[src/rtl/exec_unit_pkg.sv]
// Shared definitions for the execution unit: operation encoding, data types
// and the divider FSM state type.
package exec_unit_pkg;

  localparam int DEFAULT_XLEN = 32;

  typedef logic [DEFAULT_XLEN-1:0] data_t;
  typedef logic [DEFAULT_XLEN-1:0] addr_t;

  localparam logic TRUE  = 1'b1;
  localparam logic FALSE = 1'b0;

  // M-extension ops follow ANDI so the base encodings keep their values.
  typedef enum logic [5:0] {
    OP_ENUM_LUI, OP_ENUM_AUIPC, OP_ENUM_JAL, OP_ENUM_JALR,
    OP_ENUM_BEQ, OP_ENUM_BNE, OP_ENUM_BLT, OP_ENUM_BGE, OP_ENUM_BLTU, OP_ENUM_BGEU,
    OP_ENUM_ADD, OP_ENUM_SUB, OP_ENUM_SLL, OP_ENUM_SLT, OP_ENUM_SLTU,
    OP_ENUM_XOR, OP_ENUM_SRL, OP_ENUM_SRA, OP_ENUM_OR, OP_ENUM_AND,
    OP_ENUM_ADDI, OP_ENUM_SLTI, OP_ENUM_SLTIU, OP_ENUM_XORI, OP_ENUM_ORI,
    OP_ENUM_SLLI, OP_ENUM_SRLI, OP_ENUM_SRAI, OP_ENUM_ANDI,
    OP_ENUM_MUL, OP_ENUM_MULH, OP_ENUM_MULHSU, OP_ENUM_MULHU,
    OP_ENUM_DIV, OP_ENUM_DIVU, OP_ENUM_REM, OP_ENUM_REMU
  } op_enum_t;

  localparam int OP_ENUM_TYPE_W = $bits(op_enum_t);

  typedef enum logic [1:0] {IDLE, DIV_RUN, DIV_DONE} div_state_t;

endpackage

[src/rtl/exec_unit_divider.sv]
// Iterative restoring divider: one quotient bit per cycle on absolute values,
// sign fix-up in DIV_DONE; zero divisor and MIN/-1 skip straight to DIV_DONE.
module exec_divider
  import exec_unit_pkg::*;
#(
  parameter int XLEN = 32
) (
  input  logic            i_clk,
  input  logic            i_rst_n,
  input  logic            i_en,
  input  logic            i_flush,
  input  logic            i_start,
  input  logic            i_signed,
  input  logic            i_rem,
  input  logic [XLEN-1:0] i_dividend,
  input  logic [XLEN-1:0] i_divisor,
  output logic            o_done,
  output logic [XLEN-1:0] o_result,
  output div_state_t      o_state
);

  localparam int CW = $clog2(XLEN);

  div_state_t      r_state, w_next;
  logic [CW-1:0]   r_count;
  logic [XLEN-1:0] r_quot, r_rem, r_dvs, r_spec_res;
  logic            r_special, r_neg_q, r_neg_r, r_is_rem;

  logic [XLEN-1:0] w_min, w_abs_a, w_abs_b, w_spec_res, w_q, w_r;
  logic            w_zero, w_ovf;
  logic [XLEN:0]   w_shift, w_diff;

  assign w_min   = {1'b1, {(XLEN-1){1'b0}}};
  assign w_zero  = (i_divisor == '0);
  assign w_ovf   = i_signed && (i_dividend == w_min) && (i_divisor == '1);
  assign w_abs_a = (i_signed && i_dividend[XLEN-1]) ? -i_dividend : i_dividend;
  assign w_abs_b = (i_signed && i_divisor[XLEN-1])  ? -i_divisor  : i_divisor;
  assign w_spec_res = w_zero ? (i_rem ? i_dividend : '1) : (i_rem ? '0 : w_min);

  // Partial remainder needs one extra bit: 2*rem+1 can exceed XLEN bits.
  assign w_shift = {r_rem, r_quot[XLEN-1]};
  assign w_diff  = w_shift - {1'b0, r_dvs};

  always_comb begin
    w_next = r_state;
    case (r_state)
      IDLE:     if (i_start) w_next = (w_zero || w_ovf) ? DIV_DONE : DIV_RUN;
      DIV_RUN:  if (r_count == '0) w_next = DIV_DONE;
      DIV_DONE: w_next = IDLE;
      default:  w_next = IDLE;
    endcase
  end

  always_ff @(posedge i_clk or negedge i_rst_n) begin
    if (!i_rst_n)     r_state <= IDLE;
    else if (i_flush) r_state <= IDLE;
    else if (i_en)    r_state <= w_next;
  end

  always_ff @(posedge i_clk or negedge i_rst_n) begin
    if (!i_rst_n) begin
      r_count    <= '0;
      r_quot     <= '0;
      r_rem      <= '0;
      r_dvs      <= '0;
      r_spec_res <= '0;
      r_special  <= 1'b0;
      r_neg_q    <= 1'b0;
      r_neg_r    <= 1'b0;
      r_is_rem   <= 1'b0;
    end else if (i_flush) begin
      r_count <= '0;
    end else if (i_en) begin
      if (r_state == IDLE && i_start) begin
        r_special  <= w_zero || w_ovf;
        r_spec_res <= w_spec_res;
        r_quot     <= w_abs_a;
        r_rem      <= '0;
        r_dvs      <= w_abs_b;
        r_neg_q    <= i_signed && (i_dividend[XLEN-1] ^ i_divisor[XLEN-1]);
        r_neg_r    <= i_signed && i_dividend[XLEN-1];
        r_is_rem   <= i_rem;
        r_count    <= CW'(XLEN-1);
      end else if (r_state == DIV_RUN) begin
        if (!w_diff[XLEN]) begin
          r_rem  <= w_diff[XLEN-1:0];
          r_quot <= {r_quot[XLEN-2:0], 1'b1};
        end else begin
          r_rem  <= w_shift[XLEN-1:0];
          r_quot <= {r_quot[XLEN-2:0], 1'b0};
        end
        if (r_count != '0) r_count <= r_count - 1'b1;
      end
    end
  end

  assign w_q      = r_neg_q ? -r_quot : r_quot;
  assign w_r      = r_neg_r ? -r_rem : r_rem;
  assign o_result = r_special ? r_spec_res : (r_is_rem ? w_r : w_q);
  assign o_done   = (r_state == DIV_DONE);
  assign o_state  = r_state;

endmodule

[src/rtl/exec_unit.sv]
// Execution unit: single-cycle base ALU, two-stage multiplier and iterative
// divider feeding one registered CDB output.
module exec_unit
  import exec_unit_pkg::*;
#(
  parameter int XLEN  = 32,
  parameter int TAG_W = 4,
  parameter int EN_M  = 1
) (
  input  logic             clk_in,
  input  logic             rst_in,
  input  logic             rdy_in,
  input  logic             flush_in,
  input  logic             in_valid,
  output logic             in_ready,
  input  op_enum_t         in_op,
  input  logic [XLEN-1:0]  in_v1,
  input  logic [XLEN-1:0]  in_v2,
  input  logic [XLEN-1:0]  in_imm,
  input  logic [XLEN-1:0]  in_pc,
  input  logic [TAG_W-1:0] in_tag,
  output logic             out_valid,
  output logic [TAG_W-1:0] out_tag,
  output logic [XLEN-1:0]  out_result,
  output logic             out_jump,
  output logic [XLEN-1:0]  out_target
);

  localparam int SHW = $clog2(XLEN);

  // Handshake: an op is taken on a rising clk_in when in_valid && in_ready
  // and no flush; in_ready never depends on in_valid.
  logic              w_accept, w_is_mul, w_is_div, w_div_done, w_br_taken;
  logic              w_mul_sa, w_mul_sb;
  logic [SHW-1:0]    w_sh_r, w_sh_i;
  logic [XLEN-1:0]   w_res, w_target, w_jalr, w_div_result;
  logic              w_jump;
  logic [2*XLEN-1:0] w_mul_a, w_mul_b, w_prod;
  div_state_t        w_div_state;

  logic              r_mul_valid, r_mul_hi;
  logic [2*XLEN-1:0] r_prod;
  logic [TAG_W-1:0]  r_mul_tag, r_div_tag, r_out_tag;
  logic              r_out_valid, r_out_jump;
  logic [XLEN-1:0]   r_out_result, r_out_target;

  assign w_is_mul = (EN_M != 0) &&
                    (in_op inside {OP_ENUM_MUL, OP_ENUM_MULH, OP_ENUM_MULHSU, OP_ENUM_MULHU});
  assign w_is_div = (EN_M != 0) &&
                    (in_op inside {OP_ENUM_DIV, OP_ENUM_DIVU, OP_ENUM_REM, OP_ENUM_REMU});
  assign in_ready = rst_in && rdy_in && (w_div_state == IDLE) && !r_mul_valid;
  assign w_accept = in_valid && in_ready && !flush_in;

  assign w_sh_r = in_v2[SHW-1:0];
  assign w_sh_i = in_imm[SHW-1:0];
  assign w_jalr = in_v1 + in_imm;

  always_comb begin
    w_br_taken = 1'b0;
    case (in_op)
      OP_ENUM_BEQ:  w_br_taken = (in_v1 == in_v2);
      OP_ENUM_BNE:  w_br_taken = (in_v1 != in_v2);
      OP_ENUM_BLT:  w_br_taken = ($signed(in_v1) < $signed(in_v2));
      OP_ENUM_BGE:  w_br_taken = ($signed(in_v1) >= $signed(in_v2));
      OP_ENUM_BLTU: w_br_taken = (in_v1 < in_v2);
      OP_ENUM_BGEU: w_br_taken = (in_v1 >= in_v2);
      default:      w_br_taken = 1'b0;
    endcase
  end

  // Non-control ops report target 0; illegal ops fall through to result 0.
  always_comb begin
    w_res    = '0;
    w_jump   = 1'b0;
    w_target = '0;
    case (in_op)
      OP_ENUM_LUI:   w_res = in_imm;
      OP_ENUM_AUIPC: w_res = in_pc + in_imm;
      OP_ENUM_JAL:   begin w_res = in_pc + XLEN'(4); w_jump = 1'b1; w_target = in_pc + in_imm; end
      OP_ENUM_JALR:  begin w_res = in_pc + XLEN'(4); w_jump = 1'b1; w_target = {w_jalr[XLEN-1:1], 1'b0}; end
      OP_ENUM_BEQ, OP_ENUM_BNE, OP_ENUM_BLT, OP_ENUM_BGE, OP_ENUM_BLTU, OP_ENUM_BGEU: begin
        w_res    = {{(XLEN-1){1'b0}}, w_br_taken};
        w_jump   = w_br_taken;
        w_target = in_pc + in_imm;
      end
      OP_ENUM_ADD:   w_res = in_v1 + in_v2;
      OP_ENUM_SUB:   w_res = in_v1 - in_v2;
      OP_ENUM_SLL:   w_res = in_v1 << w_sh_r;
      OP_ENUM_SLT:   w_res = {{(XLEN-1){1'b0}}, ($signed(in_v1) < $signed(in_v2))};
      OP_ENUM_SLTU:  w_res = {{(XLEN-1){1'b0}}, (in_v1 < in_v2)};
      OP_ENUM_XOR:   w_res = in_v1 ^ in_v2;
      OP_ENUM_SRL:   w_res = in_v1 >> w_sh_r;
      OP_ENUM_SRA:   w_res = $signed(in_v1) >>> w_sh_r;
      OP_ENUM_OR:    w_res = in_v1 | in_v2;
      OP_ENUM_AND:   w_res = in_v1 & in_v2;
      OP_ENUM_ADDI:  w_res = in_v1 + in_imm;
      OP_ENUM_SLTI:  w_res = {{(XLEN-1){1'b0}}, ($signed(in_v1) < $signed(in_imm))};
      OP_ENUM_SLTIU: w_res = {{(XLEN-1){1'b0}}, (in_v1 < in_imm)};
      OP_ENUM_XORI:  w_res = in_v1 ^ in_imm;
      OP_ENUM_ORI:   w_res = in_v1 | in_imm;
      OP_ENUM_SLLI:  w_res = in_v1 << w_sh_i;
      OP_ENUM_SRLI:  w_res = in_v1 >> w_sh_i;
      OP_ENUM_SRAI:  w_res = $signed(in_v1) >>> w_sh_i;
      OP_ENUM_ANDI:  w_res = in_v1 & in_imm;
      default:       w_res = '0;
    endcase
  end

  assign w_mul_sa = (in_op == OP_ENUM_MULH) || (in_op == OP_ENUM_MULHSU) || (in_op == OP_ENUM_MUL);
  assign w_mul_sb = (in_op == OP_ENUM_MULH) || (in_op == OP_ENUM_MUL);
  assign w_mul_a  = {{XLEN{w_mul_sa & in_v1[XLEN-1]}}, in_v1};
  assign w_mul_b  = {{XLEN{w_mul_sb & in_v2[XLEN-1]}}, in_v2};
  assign w_prod   = w_mul_a * w_mul_b;

  always_ff @(posedge clk_in or negedge rst_in) begin
    if (!rst_in) begin
      r_mul_valid <= 1'b0;
      r_mul_hi    <= 1'b0;
      r_prod      <= '0;
      r_mul_tag   <= '0;
      r_div_tag   <= '0;
    end else if (flush_in) begin
      r_mul_valid <= 1'b0;
    end else if (rdy_in) begin
      r_mul_valid <= w_accept && w_is_mul;
      if (w_accept && w_is_mul) begin
        r_prod    <= w_prod;
        r_mul_hi  <= (in_op != OP_ENUM_MUL);
        r_mul_tag <= in_tag;
      end
      if (w_accept && w_is_div) r_div_tag <= in_tag;
    end
  end

  exec_divider #(.XLEN(XLEN)) u_div (
    .i_clk      (clk_in),
    .i_rst_n    (rst_in),
    .i_en       (rdy_in),
    .i_flush    (flush_in),
    .i_start    (w_accept && w_is_div),
    .i_signed   ((in_op == OP_ENUM_DIV) || (in_op == OP_ENUM_REM)),
    .i_rem      ((in_op == OP_ENUM_REM) || (in_op == OP_ENUM_REMU)),
    .i_dividend (in_v1),
    .i_divisor  (in_v2),
    .o_done     (w_div_done),
    .o_result   (w_div_result),
    .o_state    (w_div_state)
  );

  // in_ready gating guarantees at most one source is ready each cycle.
  always_ff @(posedge clk_in or negedge rst_in) begin
    if (!rst_in) begin
      r_out_valid  <= 1'b0;
      r_out_tag    <= '0;
      r_out_result <= '0;
      r_out_jump   <= 1'b0;
      r_out_target <= '0;
    end else if (flush_in) begin
      r_out_valid <= 1'b0;
    end else if (rdy_in) begin
      r_out_valid <= 1'b0;
      if (r_mul_valid) begin
        r_out_valid  <= 1'b1;
        r_out_tag    <= r_mul_tag;
        r_out_result <= r_mul_hi ? r_prod[2*XLEN-1:XLEN] : r_prod[XLEN-1:0];
        r_out_jump   <= 1'b0;
        r_out_target <= '0;
      end else if (w_div_done) begin
        r_out_valid  <= 1'b1;
        r_out_tag    <= r_div_tag;
        r_out_result <= w_div_result;
        r_out_jump   <= 1'b0;
        r_out_target <= '0;
      end else if (w_accept && !w_is_mul && !w_is_div) begin
        r_out_valid  <= 1'b1;
        r_out_tag    <= in_tag;
        r_out_result <= w_res;
        r_out_jump   <= w_jump;
        r_out_target <= w_target;
      end
    end
  end

  assign out_valid  = r_out_valid;
  assign out_tag    = r_out_tag;
  assign out_result = r_out_result;
  assign out_jump   = r_out_jump;
  assign out_target = r_out_target;

endmodule

[config.mk]
export PLATFORM = sky130hd
export DESIGN_NAME = exec_unit
export DESIGN_NICKNAME = d
export VERILOG_FILES = /design/src/rtl/exec_unit_pkg.sv /design/src/rtl/exec_unit_divider.sv /design/src/rtl/exec_unit.sv
export SDC_FILE = /design/constraint.sdc
export NUM_CORES = 2
export LEC_CHECK = 0
export CORE_ASPECT_RATIO = 1.25
export CORE_MARGIN = 2
export CORE_UTILIZATION = 49
export DETAILED_ROUTE_END_ITERATION = 8
export PLACE_DENSITY = 0.73
export SETUP_SLACK_MARGIN = 0.3
export SYNTH_ARGS = -nofsm -noshare
export SYNTH_HDL_FRONTEND = slang
export SYNTH_SLANG_ARGS = --single-unit
export TNS_END_PERCENT = 5
[constraint.sdc]
create_clock -name clk_in -period 8.6 [get_ports clk_in]
set_input_delay 1.72 -clock clk_in [delete_from_list [all_inputs] [get_ports clk_in]]
set_output_delay 1.72 -clock clk_in [all_outputs]
set_load 0.02 [all_outputs]
==> results_dict.tcl <==
set metrics [dict create \
    core_mm2 0.148 \
    synth_top_family_by_area "adder cells" \
    startpoint_type "input pin" \
    cts_made_buffers 42 \
    num_vias 75972 \
    post_drt_wl_per_cell_um 35.0 \
    synth-compound-area-share 0.159 \
    final.setup.tns_ps -6570 \
    grt_pass1_vias 76371 \
    clock_skew_ps 54.8 \
    clk_latency_ps 690 \
    max_freq_mhz 111 \
    cp-end-kind "flop" \
    reg2reg_depth 14 \
    synth_top_flop_cell "dfrtp_1" \
    grt_first_pass_wirelength_mm 568 \
    synth_seq_cells 283 \
    hold_buffers 0 \
    worst-path-buf-inv 9 \
    rr_endpoint "u_div.r_rem[2]$_DFFE_PN0P_" \
    hold_class "flop to flop" \
    synth_edf_count 0 \
    multiInputGateArea_mm2 0.0589 \
    worstMarginPinSlew_ps 1490 \
    muxShareOfSynthArea 0.0460 \
    synth_xor_area_frac 0.0409 \
    seqCellArea_mm2 0.00709 \
    whs_path_depth 2 \
    rr_startpoint "u_div.r_quot[31]$_DFFE_PN0P_" \
    via_per_inst 6.57 \
    yosysUniqueCellTypes 112 \
    yosys-top-cells-area "fa_1 31%, dfrtp_1 9.7%, ha_1 7.0%" \
    first_pass_iters 9 \
    crit_path_max_incr_delay_ps 550 \
    min-delay-start "r_div_tag[3]$_DFFE_PN0P_" \
    rrSetupSlack_ps 3600 \
    worst-path-max-fanout 7 \
    grt-ovfl-total 0 \
    tritoncts "yes" \
    crit_type "input pin to flop" \
    areaGrowthSynthToFinish_pct 17.0 \
    start_util 0.492 \
    status "complete, but fails checks" \
    cp_common_cell "fa_1" \
    setup_violations 27 \
    synth-adder-area-share 0.381 \
    crit_family "adder cells" \
    synthDominantCellAreaShare 0.311 \
    slowest_stage "fa_1" \
    route.detailed.drc 1 \
    slew_headroom -0.0185 \
    ys_warn_count 0 \
    crit_arrival_ps 9540 \
    numPortBuffers 213 \
    synth_simple_gate_area_share 0.172 \
    place.gp.congestion 1.20 \
    fin_nets 11270 \
    finalCriticalPeriod_ps 9040 \
    drv_cap 1 \
    ant_nets 0 \
    die_w_um 349 \
    postSynthCellCount 8962 \
    synth_area_mm2 0.0728 \
    drive_gt1_frac 0.146 \
    syn_area_per_cell_um2 8.12 \
    period_share 1.05 \
    die_h_um 435 \
    whs_endpoint "r_div_tag[3]$_DFFE_PN0P_" \
    drtIter0Drc 9720 \
    synth_area_leader_cell "fa_1" \
    antenna_found_initial 52 \
    synth_fp_nets 10645 \
    grt_util_all_layers 0.532 \
    clock_sinks 283 \
    grt_start_max_net_pins 94 \
    seq_area_frac_synth 0.0973 \
    rsz0062_at_grt "yes" \
    num_rows 158 \
    setup_ws_ps -442 \
    clk_pin_slew_ps 60 \
    root_buffer "clkbuf_16" \
    htree_levels 2 \
    finalHoldViolCount 0 \
    routed_wirelength_mm 404 \
    final_cells 11567 \
    fill_cells 13324 \
    slew_viol_final 1 \
    ios 214 \
    failed_checks "design-rule violations, max-capacitance violations, max-slew violations, negative setup slack" \
    synth-async-reset-ratio 1.00 \
    die_area_mm2 0.152 \
    dpl.hpwl_mm 330 \
    dp_cells 11448 \
    crit_required_ps 9100 \
    clockBufferDepth 3 \
]
[layout by cell type, fill, tap and decap left out, types with 100 or more instances in the layout]
| cell type | Yosys | routed |
|---|---|---|
| and2_1 | 190 | 187 |
| o21ai_0 | 457 | 440 |
| buf_4 | 12 | 909 |
| nor3_1 | 103 | 100 |
| nor2_1 | 546 | 534 |
| xnor2_1 | 220 | 218 |
| mux2i_1 | 188 | 188 |
| fa_1 | 1130 | 1113 |
| a21oi_1 | 410 | 397 |
| nand3_1 | 192 | 192 |
| nand2_1 | 1341 | 1337 |
| xor2_1 | 116 | 114 |
| ha_1 | 410 | 394 |
| inv_1 | 1366 | 1349 |
| dfrtp_1 | 283 | 279 |
| clkdlybuf4s50_1 | 0 | 146 |
[synthesized netlist by cell type (32+ instances only)]
library cell	count
a22oi_1	36
o21a_1	45
nor2b_1	44
o21ai_0	457
and2_1	190
buf_1	102
xnor2_1	220
nor3_1	103
mux2i_1	188
o221ai_1	32
nor4_1	45
o211ai_1	57
buf_2	43
xor2_1	116
nor2_1	546
o21bai_1	34
a211oi_1	67
ha_1	410
a221oi_1	40
a31oi_1	60
fa_1	1130
o22ai_1	56
or3_1	35
and3_1	39
dfrtp_1	283
inv_1	1366
mux4_2	57
nand2b_1	50
nand2_1	1341
a21oi_1	410
a21o_1	79
o21ai_1	51
nand4_1	65
nand3_1	192
clkbuf_1	450
o31ai_1	53
[final cells by class]
| class | instances | area share |
|---|---|---|
| Sequential cell | 283 | 0.0832 |
| Clock inverter | 19 | 0.00323 |
| Tap cell | 1920 | 0.0282 |
| Timing Repair Buffer | 1191 | 0.118 |
| Multi-Input combinational cell | 6694 | 0.691 |
| Inverter | 1375 | 0.0610 |
| Clock buffer | 55 | 0.0141 |
| Antenna cell | 30 | 0.000882 |
[worst reg2reg max path, delay by kind of cell, from the launching register on]
family	cells	cell delay [ps]
compound gates	8	2520
buf+inv	2	170
flops	1	420
simple gates	1	130
fa+ha+maj	2	610
xor+xnor	1	1040
[worst max-delay path by stage]
stage | from | endpoint | depth (start not counted)
5_1_grt | in_op[5] | r_prod[59]$_DFFE_PN0P_ | 34
6_report | in_op[5] | r_prod[63]$_DFFE_PN0P_ | 31
3_3_place_gp | in_op[4] | r_prod[60]$_DFFE_PN0P_ | 30
2_1_floorplan | in_op[1] | r_prod[60]$_DFFE_PN0P_ | 30
3_5_place_dp | in_op[5] | r_prod[59]$_DFFE_PN0P_ | 31
4_1_cts | in_op[5] | r_prod[61]$_DFFE_PN0P_ | 33
[metrics by stage]
step	worst slack, ps	hold WS [ps]	utilization	area [um^2]
floorplan	-1020	438	-	72900
global placement	-1720	449	0.560	82800
detailed placement	-1640	462	0.560	82800
CTS	-333	477	0.573	84800
global route	-662	488	0.575	85100
finish	-442	472	0.576	85200
[cell families after synthesis]
group	after synthesis
AO/OA/AOI/OAI	1790
XOR/XNOR	338
adder cells (fa/ha/maj)	1540
buffers and inverters	1985
flip-flops	283
multiplexers	261
AND/OR/NAND/NOR	2765
[state kept, by name, indices dropped and copies added, names as in the netlist, 5 cells and up]
register	flops
u_div.r_dvs	32
r_prod	64
u_div.r_quot	32
u_div.r_rem	32
u_div.r_count	5
out_target	32
u_div.r_spec_res	32
out_result	32
[routing by layer]
layer | global-route usage | vias up | routed length (um)
li1 | - | 30644 | -
met5 | 0.00128 | - | 153
met2 | 0.768 | 5768 | 169000
met4 | 0.490 | 20 | 48900
met3 | 0.214 | 2020 | 53000
met1 | 0.598 | 37520 | 134000
[what timing repair did]
action | in CTS | in global routing
setup buffers | 11 | 3
gates resized for setup | 131 | 65
endpoints found under the hold margin | 0 | 0
setup endpoints to repair | 44 | 43
pin swaps | 46 | 27
cloned | 1 | 0
Power is not shown: default switching activity piles up to over one toggle a cycle in this logic, so the estimate is an artifact.
